`config.mk`:
```
export PLATFORM = sky130hd
export DESIGN_NAME = hamming_secded_dec
export DESIGN_NICKNAME = d
export VERILOG_FILES = /design/src/rtl/hamming_secded_dec.sv
export SDC_FILE = /design/constraint.sdc
export NUM_CORES = 1
export LEC_CHECK = 0
export CAP_MARGIN = 0
export CORE_MARGIN = 10
export CORE_UTILIZATION = 46
export DETAILED_ROUTE_END_ITERATION = 8
export PLACE_DENSITY = 0.84
export SYNTH_ARGS = -nofsm -noshare
export SYNTH_HDL_FRONTEND = slang
export SYNTH_SLANG_ARGS = --single-unit
```
`constraint.sdc`:
```
create_clock -name clk -period 1.7 [get_ports clk]
set_input_delay 0.255 -clock clk [delete_from_list [all_inputs] [get_ports clk]]
set_output_delay 0.255 -clock clk [all_outputs]
set_load 0.02 [all_outputs]
```
`src/rtl/hamming_secded_dec.sv`:
```
// Pipelined SECDED (extended Hamming) decoder with valid/ready streaming on
// both sides and saturating single/double error counters.
// Stage S1 computes syndrome and overall parity; stage S2 classifies,
// corrects and extracts the data bits.
module hamming_secded_dec #(
    parameter int M     = 4,
    parameter int CNT_W = 16,
    localparam int N    = 1 << M,
    localparam int K    = N - M - 1
) (
    input  logic             clk,
    input  logic             rst_n,
    input  logic             in_valid,
    output logic             in_ready,
    input  logic [N-1:0]     in_code,
    input  logic             corr_en,
    output logic             out_valid,
    input  logic             out_ready,
    output logic [K-1:0]     out_data,
    output logic             out_single,
    output logic             out_double,
    output logic [M-1:0]     out_err_pos,
    input  logic             clr_cnt,
    output logic [CNT_W-1:0] single_cnt,
    output logic [CNT_W-1:0] double_cnt
);

    // Codeword position holding data bit k: the k-th position >= 3 that is
    // not a power of two.
    function automatic int data_pos(input int k);
        int cnt;
        int pos;
        cnt = 0;
        pos = 0;
        for (int j = 3; j < N; j++) begin
            if ((j & (j - 1)) != 0) begin
                if (cnt == k) pos = j;
                cnt++;
            end
        end
        return pos;
    endfunction

    localparam logic [CNT_W-1:0] CNT_MAX = '1;

    // Stage S1 state. Only the data positions of the codeword are kept: the
    // check bits are fully consumed by the syndrome and parity computed here.
    logic             s1_valid_q, s1_valid_d;
    logic [K-1:0]     s1_data_q,  s1_data_d;
    logic             s1_corr_q,  s1_corr_d;
    logic [M-1:0]     s1_syn_q,   s1_syn_d;
    logic             s1_par_q,   s1_par_d;

    // Stage S2 state (drives the outputs directly).
    logic             s2_valid_q,    s2_valid_d;
    logic [K-1:0]     out_data_q,    out_data_d;
    logic             out_single_q,  out_single_d;
    logic             out_double_q,  out_double_d;
    logic [M-1:0]     out_err_pos_q, out_err_pos_d;

    logic [CNT_W-1:0] single_cnt_q, single_cnt_d;
    logic [CNT_W-1:0] double_cnt_q, double_cnt_d;

    logic             s2_adv;
    logic             s1_adv;
    logic             out_hs;

    // Pipeline advance: a stage moves when it is empty or its successor moves.
    assign s2_adv   = !s2_valid_q || out_ready;
    assign s1_adv   = !s1_valid_q || s2_adv;
    assign in_ready = s1_adv;
    assign out_hs   = s2_valid_q && out_ready;

    // S1 next state: syndrome, overall parity and data extraction.
    always_comb begin
        // NOTE: every comb output gets a default first so no path infers a latch.
        s1_valid_d = s1_valid_q;
        s1_data_d  = s1_data_q;
        s1_corr_d  = s1_corr_q;
        s1_syn_d   = s1_syn_q;
        s1_par_d   = s1_par_q;
        if (s1_adv) begin
            s1_valid_d = in_valid;
            if (in_valid) begin
                s1_corr_d = corr_en;
                s1_par_d  = ^in_code;
                s1_syn_d  = '0;
                for (int i = 0; i < M; i++) begin
                    for (int j = 1; j < N; j++) begin
                        if (((j >> i) & 1) == 1) s1_syn_d[i] = s1_syn_d[i] ^ in_code[j];
                    end
                end
                for (int k = 0; k < K; k++) begin
                    s1_data_d[k] = in_code[data_pos(k)];
                end
            end
        end
    end

    // S2 next state: classify and apply the single-bit correction.
    always_comb begin
        s2_valid_d    = s2_valid_q;
        out_data_d    = out_data_q;
        out_single_d  = out_single_q;
        out_double_d  = out_double_q;
        out_err_pos_d = out_err_pos_q;
        if (s2_adv) begin
            s2_valid_d = s1_valid_q;
            if (s1_valid_q) begin
                out_single_d  = s1_par_q;
                out_double_d  = !s1_par_q && (s1_syn_q != '0);
                out_err_pos_d = s1_syn_q;
                // Only a parity-flagged word is corrected; a double error is
                // passed through untouched.
                for (int k = 0; k < K; k++) begin
                    out_data_d[k] = s1_data_q[k] ^
                        (s1_par_q && s1_corr_q && (int'(s1_syn_q) == data_pos(k)));
                end
            end
        end
    end

    // Saturating error counters; clear wins over a same-cycle increment.
    always_comb begin
        single_cnt_d = single_cnt_q;
        double_cnt_d = double_cnt_q;
        if (clr_cnt) begin
            single_cnt_d = '0;
            double_cnt_d = '0;
        end else if (out_hs) begin
            if (out_single_q && single_cnt_q != CNT_MAX) single_cnt_d = single_cnt_q + CNT_W'(1);
            if (out_double_q && double_cnt_q != CNT_MAX) double_cnt_d = double_cnt_q + CNT_W'(1);
        end
    end

    // State registers; reset empties the pipeline and clears all outputs.
    always_ff @(posedge clk or negedge rst_n) begin
        if (!rst_n) begin
            s1_valid_q    <= 1'b0;
            s1_data_q     <= '0;
            s1_corr_q     <= 1'b0;
            s1_syn_q      <= '0;
            s1_par_q      <= 1'b0;
            s2_valid_q    <= 1'b0;
            out_data_q    <= '0;
            out_single_q  <= 1'b0;
            out_double_q  <= 1'b0;
            out_err_pos_q <= '0;
            single_cnt_q  <= '0;
            double_cnt_q  <= '0;
        end else begin
            // NOTE: non-blocking assignments so every flop samples pre-edge values.
            s1_valid_q    <= s1_valid_d;
            s1_data_q     <= s1_data_d;
            s1_corr_q     <= s1_corr_d;
            s1_syn_q      <= s1_syn_d;
            s1_par_q      <= s1_par_d;
            s2_valid_q    <= s2_valid_d;
            out_data_q    <= out_data_d;
            out_single_q  <= out_single_d;
            out_double_q  <= out_double_d;
            out_err_pos_q <= out_err_pos_d;
            single_cnt_q  <= single_cnt_d;
            double_cnt_q  <= double_cnt_d;
        end
    end

    assign out_valid   = s2_valid_q;
    assign out_data    = out_data_q;
    assign out_single  = out_single_q;
    assign out_double  = out_double_q;
    assign out_err_pos = out_err_pos_q;
    assign single_cnt  = single_cnt_q;
    assign double_cnt  = double_cnt_q;

endmodule

```
---- After elaboration in Yosys (flattened, before gate mapping) ----
Index checks and enable logic that the tools add are counted.
word-level totals
  register bits ........................... 68
  input port bits ......................... 22
  logic and storage cells ................. 744
cells by class
  add/subtract/negate cells ............... 20
  equal/unequal tests ..................... 213
  order comparisons ....................... 11
  reductions and logical operators ........ 50
  mux-type cells .......................... 399
  bitwise operators ....................... 39
operator list
  operator                 count
  $mux W32                 282
  $eq A32 B4 Y1 const B    80
  $eq A32 B5 Y1 const B    60
  $eq A32 B3 Y1 const B    40
  $eq A32 B2 Y1 const B    20
  $logic_not A32 Y1        20
  $add A32 B2 Y32 const B  18
  $eq A5 B32 Y1            11
  $lt A32 B6 Y1 const B    11
  $mux W16                 6
  $mux W1                  78
  $mux W3                  22
  $bmux W1 S4              11
  $xor A1 B1 Y1            39
  $add A16 B1 Y16 const B  2
  $ne A16 B16 Y1 const B   2
  $logic_and A1 B1 Y1      16
  $reduce_xor A16 Y1       1
  $reduce_and A2 Y1        4
  $reduce_bool A2 Y1       3
  $reduce_bool A4 Y1       1
  $logic_not A1 Y1         3
  $logic_or A1 B1 Y1       2

---- Depth between registers and ports, before layout ----
  word-level depth ........................ 38
  gate-level depth with buffers ........... 7
  depth with buffers taken out ............ 6

---- Least setup slack after synthesis ----
OpenSTA, ideal clock, no wires.
  path type ............................... register to register
  start point ............................. register single_cnt_q[0] (netlist: single_cnt[0])
  end point ............................... register single_cnt_q[8] (netlist: single_cnt[8])
  buffers on the path ..................... 0
  stages on the path, launching flop included .. 7
  clock period less this slack ............ 1928 ps
  setup time .............................. 119 ps
  path slack .............................. -228 ps
  arrival ................................. 1809 ps
  path through ............................ dfrtp_1 -> ha_1 -> nand2_1 -> nor3_2 -> a211oi_2 -> and4_2 -> o21ba_1
between the ends
  cells in the longest elaborated chain, start to end .. 4
RTL lines
  element                                            RTL line  RTL
  start: declaration                                 61        logic [CNT_W-1:0] single_cnt_q, single_cnt_d;
  start signal: assignment                           163       single_cnt_q <= single_cnt_d;
  $add A16 B1 Y16 or $ne A16 B16 Y1 (tied branches)  131       if (out_single_q && single_cnt_q != CNT_MAX) single_cnt_d = single_cnt_q + CNT_W'(1);
  $mux W16 or $logic_and A1 B1 Y1 (tied branches)    131
  $mux W16 or $reduce_bool A2 Y1 (tied branches)     -
  $mux W16 or $reduce_and A2 Y1 (tied branches)      -
Several ways; a longest one is shown, not always the timed one. The select of a mux whose other input is x is not followed.
A chain may end at the register's enable or synchronous reset.

---- Worst setup path after layout ----
  start point ............................. register single_cnt_q[13] (netlist: single_cnt[13])
  end point ............................... register single_cnt_q[8] (netlist: single_cnt[8])
between the ends
  cells in the longest elaborated chain, start to end .. 4
RTL lines
  element                              RTL line
  $ne A16 B16 Y1                       131
  $logic_and A1 B1 Y1                  131
  $reduce_bool A2 Y1 (no source line)  -
  $reduce_and A2 Y1 (no source line)   -
Every way passes these cells.

==> flow_summary.json <==
{
  "run_status": "completed",
  "finalPower_uw": 4910,
  "grt_pass1_vias": 3091,
  "fin_nets": 491,
  "die-area_um2": 11500,
  "drive_gt1_share_pct": 27.5,
  "core_um2": 7330,
  "numPortBuffers": 72,
  "grt_use_total_pct": 15.5,
  "root_buffer": "clkbuf_8",
  "p_comb_share_pct": 27.7,
  "via_per_inst": 5.14,
  "min_path_type": "input pin to asynchronous set/reset pin",
  "rsz0062_at_grt": "yes",
  "syn-num-nets": 360,
  "cp_max_fo": 8,
  "cp-end-kind": "flop",
  "power.leakage_uw": 0.00234,
  "syn_to_final_growth_pct": 47.6,
  "overflow": 0,
  "totalWireLength_um": 8930,
  "clkLatencyLatePin_ps": 350,
  "ys_seq_elements": 68,
  "seq_power_share_pct": 42.5,
  "synth_top_flop_cell": "dfrtp_1",
  "grt_max_degree": 69,
  "synthesis.area_um2": 3490,
  "cts_num_sinks": 68,
  "yosysMostFrequentCell": "dfrtp_1",
  "fp.dieH_um": 107,
  "worst_pin_slew_ps": 477,
  "rows": 31,
  "drtPass1Iterations": 4,
  "cts_buffer_depth": 2,
  "reg2regPathDepth": 5,
  "ys_seq_area_share_pct": 48.7,
  "crit_path_end": "single_cnt[8]$_DFFE_PN0P_",
  "fmax_mhz": 593,
  "ff2ff_setup_slack_ps": 10,
  "final_antenna_net_count": 0,
  "clkPwrFrac_pct": 29.9,
  "switching_share_pct": 31.0,
  "max_cap_violations": 0,
  "path_cells": "and4_1, and3_2, a211oi_2, and4_2, o21ba_1",
  "path_buf_inv": 0,
  "start_util_pct": 47.7,
  "critPathLaunchType": "flop",
  "yosys.area.top_type": "dfrtp_1",
  "cts_tree": "yes",
  "drtIter0Drc": 88,
  "cts_buffers": 9,
  "ioPinCount": 73,
  "final.period_utilization_pct": 99.2,
  "drc": 0,
  "power_density_nw_per_um2": 952,
  "whs_ps": 448,
  "period_needed_ps": 1690,
  "reg2reg_to": "single_cnt[8]$_DFFE_PN0P_",
  "setup.worst_path.class": "flop to flop",
  "num_vias": 2934,
  "routedWlPerCell_um": 15.6,
  "synth_cell_type_count": 38,
  "hold_viol_final": 0,
  "setup_viol": 0,
  "critPathMaxStageDelay_ps": 390,
  "htreeDepth": 3,
  "p_int_uw": 3390,
  "dpl.hpwl_um": 6590,
  "path_clk_slew_ps": 70,
  "yosys-top-cells-area": "dfrtp_1 (49%), xnor2_1 (14%), mux2_2 (6.1%)",
  "crit_arrival_ps": 1970,
  "place_congestion": 0.859,
  "path_delay_family": "simple AND/OR/NAND/NOR gates",
  "synth_top_area_share_pct": 48.7,
  "postSynthCellCount": 336,
  "synth-edff-count": 0,
  "die_x_um": 107,
  "ir_drop_mv": 0.508,
  "syn_area_per_cell_um2": 10.4,
  "r2r_start": "single_cnt[13]$_DFFE_PN0P_",
  "grt_pass1_wl_um": 14400,
  "crit_cells": 5,
  "cp-startpoint": "single_cnt[13]$_DFFE_PN0P_",
  "synthTopCellsByCount": "dfrtp_1 (68), xnor2_1 (56), nor2_1 (55), mux2_2 (19), nand3_1 (17)",
  "antenna_found_initial": 0,
  "antenna_cells": 0,
  "slew_headroom_pct": 68.2,
  "power.switching_uw": 1520,
  "finalClockSkew_ps": 9.11,
  "synth-async-reset-ratio_pct": 100,
  "yosysWarnings": 0,
  "critPathSlowestCell": "dfrtp_1",
  "crit_required_ps": 1980,
  "slew_violations": 0
}
[power groups by stage]
stage / Clock [uW] / Combinational, uW / Sequential [uW]
finish: 1460 / 1360 / 2080
global route: 1580 / 1460 / 2110
CTS: 1490 / 1370 / 2080
detailed placement: 0 / 1380 / 2110
global placement: 0 / 1340 / 2100
floorplan: 0 / 541 / 2240
[registers in the layout, summed over array words and instances (netlist names)]
name	flops
s1_valid_q	1
out_double	1
single_cnt	16
s1_corr_q	1
s1_syn_q	4
out_single	1
double_cnt	16
s1_data_q	11
out_err_pos	4
out_valid	1
s1_par_q	1
out_data	11
[layer usage]
layer	vias up	GRT usage, %	part of all wire [%]
met5	-	0	0
met4	0	4.35	1.0
met3	9	5.87	5.4
met2	69	27.9	55
met1	1437	16.4	39
li1	1419	-	-
[layout by cell type, fill, tap and decap left out, types with 3 or more instances in the layout]
master	netlist	layout
dfrtp_1	68	57
xnor2_1	56	56
nor2_1	55	54
buf_4	0	50
clkdlybuf4s50_1	0	43
mux2_2	19	19
nand3_1	17	15
dlygate4sd2_1	0	15
nand2_1	15	14
a21oi_1	14	13
dlymetal6s2s_1	0	13
xor2_1	11	11
dfrtp_2	0	11
clkbuf_8	0	9
a211oi_2	4	8
a211oi_1	12	8
nand4_1	6	6
nand2b_1	5	5
buf_12	0	5
o21ai_0	4	4
inv_1	4	4
and2_1	3	3
and3_1	4	3
[worst register-to-register path: stages (launching register included)]
cell      delay [ps]
dfrtp_1          390
and4_1           240
and3_2           290
a211oi_2         320
and4_2           260
o21ba_1          120
[kinds of logic after synthesis]
group	Yosys count	synth area share (%)
XOR/XNOR	67	16.8
buffers and inverters	14	1.58
AO/OA/AOI/OAI	37	7.38
flip-flops	68	48.7
adder cells (fa/ha/maj)	2	0.716
AND/OR/NAND/NOR	127	18.1
multiplexers	21	6.70
[cell type report]
type | count | area (um2)
clock buffers | 10 | 128
clock inverters | 6 | 87.6
fillers | 541 | 2180
inverters | 4 | 15.0
multi-input cells | 254 | 1850
flip-flops and latches | 68 | 1720
well taps | 99 | 124
repair buffers | 130 | 1240
[worst min path at each step]
| stage | endpoint | cells past startpoint | start | slack (ps) |
|---|---|---|---|---|
| 3_3_place_gp | double_cnt[14]$_DFFE_PN0P_ | 2 | rst_n | 300 |
| 4_1_cts | s1_valid_q$_DFFE_PN0N_ | 3 | rst_n | 460 |
| 2_1_floorplan | double_cnt[0]$_DFFE_PN0P_ | 0 | rst_n | -40 |
| 6_report | double_cnt[9]$_DFFE_PN0P_ | 3 | rst_n | 450 |
| 5_1_grt | double_cnt[9]$_DFFE_PN0P_ | 3 | rst_n | 480 |
| 3_5_place_dp | double_cnt[9]$_DFFE_PN0P_ | 2 | rst_n | 300 |
[per-stage QoR]
step | utilization, % | setup TNS (ps) | setup WS [ps] | std cells | area, um2
3_5_place_dp | 64.9 | -6080 | -269 | 548 | 4760
4_1_cts | 67.8 | 0 | 0.635 | 565 | 4970
3_3_place_gp | 64.9 | -5210 | -203 | 548 | 4760
2_1_floorplan | - | -20.5 | -20.5 | 336 | 3530
6_report | 70.3 | 0 | 13.9 | 571 | 5150
5_1_grt | 70.3 | -130 | -51.7 | 571 | 5150
[timing repair]
action,4_1_cts,5_1_grt
hold endpoints to repair,68,0
endpoints found under the setup margin,29,36
hold buffers,1,0
resized for setup,16,33
setup buffers,0,6
pin swaps,1,6
Power figures use the tool's default switching activity.
